## config.mk

```make
export PLATFORM = sky130hd
export DESIGN_NAME = scbuf_dram_wr_ser
export DESIGN_NICKNAME = d
export VERILOG_FILES = /design/src/rtl/scbuf_dram_pkg.sv /design/src/rtl/scbuf_wr_line_fifo.sv /design/src/rtl/scbuf_dram_wr_ser.sv
export SDC_FILE = /design/constraint.sdc
export NUM_CORES = 2
export LEC_CHECK = 0
export ABC_AREA = 1
export BUFFER_PORTS_ARGS = -buffer_cell sky130_fd_sc_hd__buf_4
export CAP_MARGIN = 5
export CORE_MARGIN = 2
export CORE_UTILIZATION = 34
export DETAILED_ROUTE_END_ITERATION = 10
export SLEW_MARGIN = 10
export SYNTH_ARGS = -nofsm -noshare
export SYNTH_HDL_FRONTEND = slang
export SYNTH_HIERARCHICAL = 1
export SYNTH_SLANG_ARGS = --single-unit
export TNS_END_PERCENT = 30
```

## constraint.sdc

```tcl
create_clock -name rclk -period 14.6 [get_ports rclk]
set_input_delay 2.19 -clock rclk [delete_from_list [all_inputs] [get_ports rclk]]
set_output_delay 2.19 -clock rclk [all_outputs]
set_load 0.01 [all_outputs]
```

## src/rtl/scbuf_dram_pkg.sv

```systemverilog
// scbuf_dram_pkg: shared widths, buffer entry type and serializer states
package scbuf_dram_pkg;
  localparam int LINE_W = 512;
  localparam int BEAT_W = 64;
  localparam int BEATS = 8;
  typedef struct packed {
    logic [LINE_W-1:0] data;
    logic              mecc;
  } wr_entry_t;
  typedef enum logic {IDLE, STREAM} ser_state_t;
endpackage

```

## src/rtl/scbuf_wr_line_fifo.sv

```systemverilog
// scbuf_wr_line_fifo: circular line buffer exposing the head and the entry behind it
module scbuf_wr_line_fifo
  import scbuf_dram_pkg::*;
#(
  parameter int DEPTH = 2
) (
  input  logic      clk,
  input  logic      rst,
  input  logic      push,
  input  logic      pop,
  input  wr_entry_t din,
  output wr_entry_t head,
  output wr_entry_t nxt,
  output logic      full,
  output logic      empty
);
  localparam int AW = $clog2(DEPTH);
  wr_entry_t mem [DEPTH];
  logic [AW-1:0] wp, rp, rp1;
  logic [AW:0] cnt;
  assign rp1 = rp + AW'(1);
  assign head = mem[rp];
  assign nxt = mem[rp1];
  assign full = cnt == (AW+1)'(DEPTH);
  assign empty = cnt == '0;
  // pointer, occupancy and storage update; push and pop may coincide
  always_ff @(posedge clk) begin
    if (rst) begin
      wp <= '0;
      rp <= '0;
      cnt <= '0;
      for (int i = 0; i < DEPTH; i++) mem[i] <= '0;
    end else begin
      if (push) mem[wp] <= din;
      if (push) wp <= wp + AW'(1);
      if (pop) rp <= rp1;
      cnt <= cnt + (AW+1)'(push) - (AW+1)'(pop);
    end
  end
endmodule

```

## src/rtl/scbuf_dram_wr_ser.sv

```systemverilog
// scbuf_dram_wr_ser: buffers evicted lines, requests dram writes, streams 8 beats per ack
module scbuf_dram_wr_ser
  import scbuf_dram_pkg::*;
#(
  parameter int DEPTH = 2
) (
  input  logic              rclk,
  input  logic              rst,
  input  logic              line_vld,
  input  logic [LINE_W-1:0] line_data,
  input  logic              line_mecc,
  output logic              line_rdy,
  output logic              sctag_dram_wr_req,
  input  logic              dram_sctag_wr_ack,
  output logic [BEAT_W-1:0] scbuf_dram_wr_data_r5,
  output logic              scbuf_dram_data_vld_r5,
  output logic              scbuf_dram_data_mecc_r5,
  output logic              ack_err,
  output logic              busy
);
  localparam int CW = $clog2(DEPTH + 1);
  ser_state_t state;
  logic [2:0] beat, nb;
  logic [CW-1:0] req_out, pend_ack;
  wr_entry_t head, nxt, src;
  logic full, empty, push, ack_ok, last, cont, start;
  // the next entry is read from behind the head when chaining, since the head frees on the same edge
  always_comb begin
    push = line_vld & ~full;
    ack_ok = dram_sctag_wr_ack & ((req_out != '0) | sctag_dram_wr_req);
    last = (state == STREAM) && (beat == 3'(BEATS - 1));
    cont = (state == STREAM) && !last;
    start = ((pend_ack != '0) | ack_ok) & ((state == IDLE) | last);
    nb = cont ? beat + 3'd1 : 3'd0;
    src = last ? nxt : head;
  end
  assign line_rdy = ~full;
  assign busy = ~empty | (state == STREAM);
  scbuf_wr_line_fifo #(.DEPTH(DEPTH)) u_fifo (
    .clk   (rclk),
    .rst   (rst),
    .push  (push),
    .pop   (last),
    .din   ('{data: line_data, mecc: line_mecc}),
    .head  (head),
    .nxt   (nxt),
    .full  (full),
    .empty (empty)
  );
  // request pulse, outstanding/pending ack bookkeeping and sticky spurious-ack flag
  always_ff @(posedge rclk) begin
    if (rst) begin
      sctag_dram_wr_req <= 1'b0;
      req_out <= '0;
      pend_ack <= '0;
      ack_err <= 1'b0;
    end else begin
      sctag_dram_wr_req <= push;
      req_out <= req_out + CW'(sctag_dram_wr_req) - CW'(ack_ok);
      pend_ack <= pend_ack + CW'(ack_ok) - CW'(start);
      ack_err <= ack_err | (dram_sctag_wr_ack & ~ack_ok);
    end
  end
  // serializer FSM with registered beat, valid and poison outputs
  always_ff @(posedge rclk) begin
    if (rst) begin
      state <= IDLE;
      beat <= '0;
      scbuf_dram_wr_data_r5 <= '0;
      scbuf_dram_data_vld_r5 <= 1'b0;
      scbuf_dram_data_mecc_r5 <= 1'b0;
    end else if (cont | start) begin
      state <= STREAM;
      beat <= nb;
      scbuf_dram_wr_data_r5 <= src.data[nb*BEAT_W +: BEAT_W];
      scbuf_dram_data_vld_r5 <= 1'b1;
      scbuf_dram_data_mecc_r5 <= src.mecc;
    end else begin
      state <= IDLE;
      beat <= '0;
      scbuf_dram_data_vld_r5 <= 1'b0;
      scbuf_dram_data_mecc_r5 <= 1'b0;
    end
  end
endmodule

```

==> summary.txt <==
Run status
  • Status: finished clean

Clock tree
  • Cts hold-fix bufs: 0
  • H-tree depth: 4
  • Resized Gates After CTS: 0
  • Postcts setup bufs: 0
  • Cts bufs inserted: 131
  • CTS tree: done
  • Sink Count: 1106
  • Clock latency on the worst-skew pair: 0.80 ns
  • Clk root buf: clkbuf_16
  • Worst-case clock buffer depth: 3
  • Clock Pin Slew Worst Setup and Hold Paths: 0.06 ns

Placed design
  • GPL Wtd Cong: 0.870
  • Hpwl dp: 139000 um
  • Post-DP Area: 0.0648 mm^2
  • Port buffer count: 586

Floorplan
  • Initial Utilization: 0.341
  • Top Ports: 587
  • Std cell rows: 154
  • Die Span Y: 424 um
  • Die Footprint: 0.180 mm^2
  • Core Region: 0.176 mm^2
  • Die W: 424 um

Timing
  • Tcrit/Tclk final: 0.395
  • Slew @ Worst Pin: 1.22 ns
  • Fin Clk Skew: 0.0549 ns
  • WHS: 0.470 ns
  • Slew headroom: 0.186
  • Crit path time final: 5.76 ns
  • RSZ-0062 raised after global routing: false
  • Fin. max-slew vios: 0
  • Final Setup Violations: 0
  • Final hold vios: 0
  • Fmax: 173 MHz

Final layout
  • Fin nets: 8386
  • Area delta synth->final: 15.1%
  • Layout cell share with drive strength beyond 1: 0.106
  • Fin area: 0.0690 mm^2
  • Final core utilization: 0.393

Yosys
  • Yosys Warn Count: 6
  • Synthesized area: 0.0599 mm^2
  • Net Count, Synth: 8113
  • Post-Synthesis Cells: 7588
  • Syn Area/Cell: 7.90 um^2

Global routing
  • Vias in the first global route: 47200
  • Total track usage: 0.231
  • First-pass GRT wire length: 307000 um
  • Initial antenna violation count: 11
  • Grt total ovfl: 0
  • Largest net degree at the start of global routing: 245

Drt
  • Drt wl/cell: 20.8 um
  • Drt drc: 0
  • Pre-Repair DR Iteration Count: 7
  • DR vias: 50500
  • DRT Wirelength: 214000 um
  • 1st-iter DRT viols: 5537
  • Vias per std cell: 4.90
  • Routed Antenna Nets: 0

Power
  • Max VDD drop: 0.119 mV
  • Pwr dens: 130 mW/mm^2
  • Leak: 32.6 nW

Flow run
  • Max_cap viols: 0

Worst setup path
  • Crit-path slowest cell: buf_4
  • Crit. End Element: flip-flop
  • Most frequent CP cell: buf_4
  • Critical path type: input port to flip-flop
  • CP startpoint kind: input port
  • Reg2reg path depth: 13
  • Worst endpoint required time: 15.01 ns
  • Worst path max stage delay: 0.97 ns
  • Worst-path fanout max: 71
  • CP cell instances: buf_4 > inv_1 > nor2_1 > inv_1 > nor2_1 > nand2_4 > nand2_4 > buf_4 > buf_4
  • WP data arrival: 6.17 ns

Worst hold path
  • Hold Crit Class: flip-flop to flip-flop
  • Hold depth: 1
-- worst max-delay path: cells and delay by family --
family | cells | cell delay (ns)
AND/OR/NAND/NOR | 4 | 1.85
buffers and inverters | 5 | 1.98
-- routing by layer --
| layer | routed length, um | global-route usage | vias up | part of all wire |
|---|---|---|---|---|
| li1 | - | - | 24100 | - |
| met1 | 85600 | 0.296 | 23900 | 0.40 |
| met2 | 99400 | 0.367 | 2094 | 0.46 |
| met3 | 14500 | 0.0300 | 369 | 0.068 |
| met4 | 14500 | 0.150 | 0 | 0.068 |
| met5 | 0 | 0 | - | 0 |
-- where the power goes --
part,internal (mW),total [mW],switching [mW]
registers,3.78,3.97,0.186
logic,0.518,1.80,1.28
clock network,1.82,3.19,1.38
-- cells in the final DEF, fill, tap and decap left out, types with 4 or more instances in the layout --
| cell | instances |
|---|---|
| inv_6 | 4 |
| diode_2 | 6 |
| buf_12 | 9 |
| nand2_1 | 1237 |
| clkinvlp_4 | 5 |
| clkinv_8 | 6 |
| clkinv_2 | 16 |
| ha_1 | 7 |
| clkbuf_1 | 34 |
| buf_4 | 633 |
| clkbuf_16 | 132 |
| inv_2 | 5 |
| dfxtp_1 | 76 |
| nor2_1 | 1799 |
| dfxtp_4 | 4 |
| bufinv_16 | 7 |
| clkinv_1 | 22 |
| o21ai_0 | 333 |
| nand3_1 | 643 |
| nand2_4 | 4 |
| edfxtp_1 | 1026 |
| inv_1 | 1429 |
| a21oi_1 | 509 |
-- sequential cells by signal (all words and copies together) (netlist names), 2 cells and up, named ones only --
| name | cells |
|---|---|
| beat | 3 |
| pend_ack | 2 |
| req_out | 2 |
| scbuf_dram_wr_data_r5 | 64 |
| u_fifo/cnt | 2 |
| u_fifo/mem | 1026 |
-- through the flow --
stage | setup slack (ns) | std cells | TNS (ns) | power (mW)
floorplan | -0.151 | 7588 | -150.48 | 5.05
global placement | 7.96 | 10100 | 0 | 5.80
detailed placement | 8.02 | 10100 | 0 | 5.83
CTS | 8.86 | 10300 | 0 | 9.03
global route | 8.66 | 10300 | 0 | 9.30
finish | 8.84 | 10300 | 0 | 8.96
-- worst paths after layout --
kind / slack (ns) / from / endpoint
min reg2reg: 0.47 / pend_ack[1] / pend_ack[1]
max: 8.84 / line_vld / u_fifo/mem[0][167]
min: 0.47 / pend_ack[1] / pend_ack[1]
max reg2reg: 9.63 / beat[0] / scbuf_dram_wr_data_r5[52]
-- cell type report --
type / instances / area, um^2
Fill cell: 17900 / 107000
Sequential cell: 1106 / 32400
Antenna cell: 6 / 15.0
Multi-Input combinational cell: 4545 / 19100
Clock inverter: 64 / 668
Clock buffer: 168 / 3460
Inverter: 1435 / 5390
Tap cell: 2340 / 2930
Timing Repair Buffer: 642 / 4930
No activity file was read; power rests on OpenSTA's default activity.
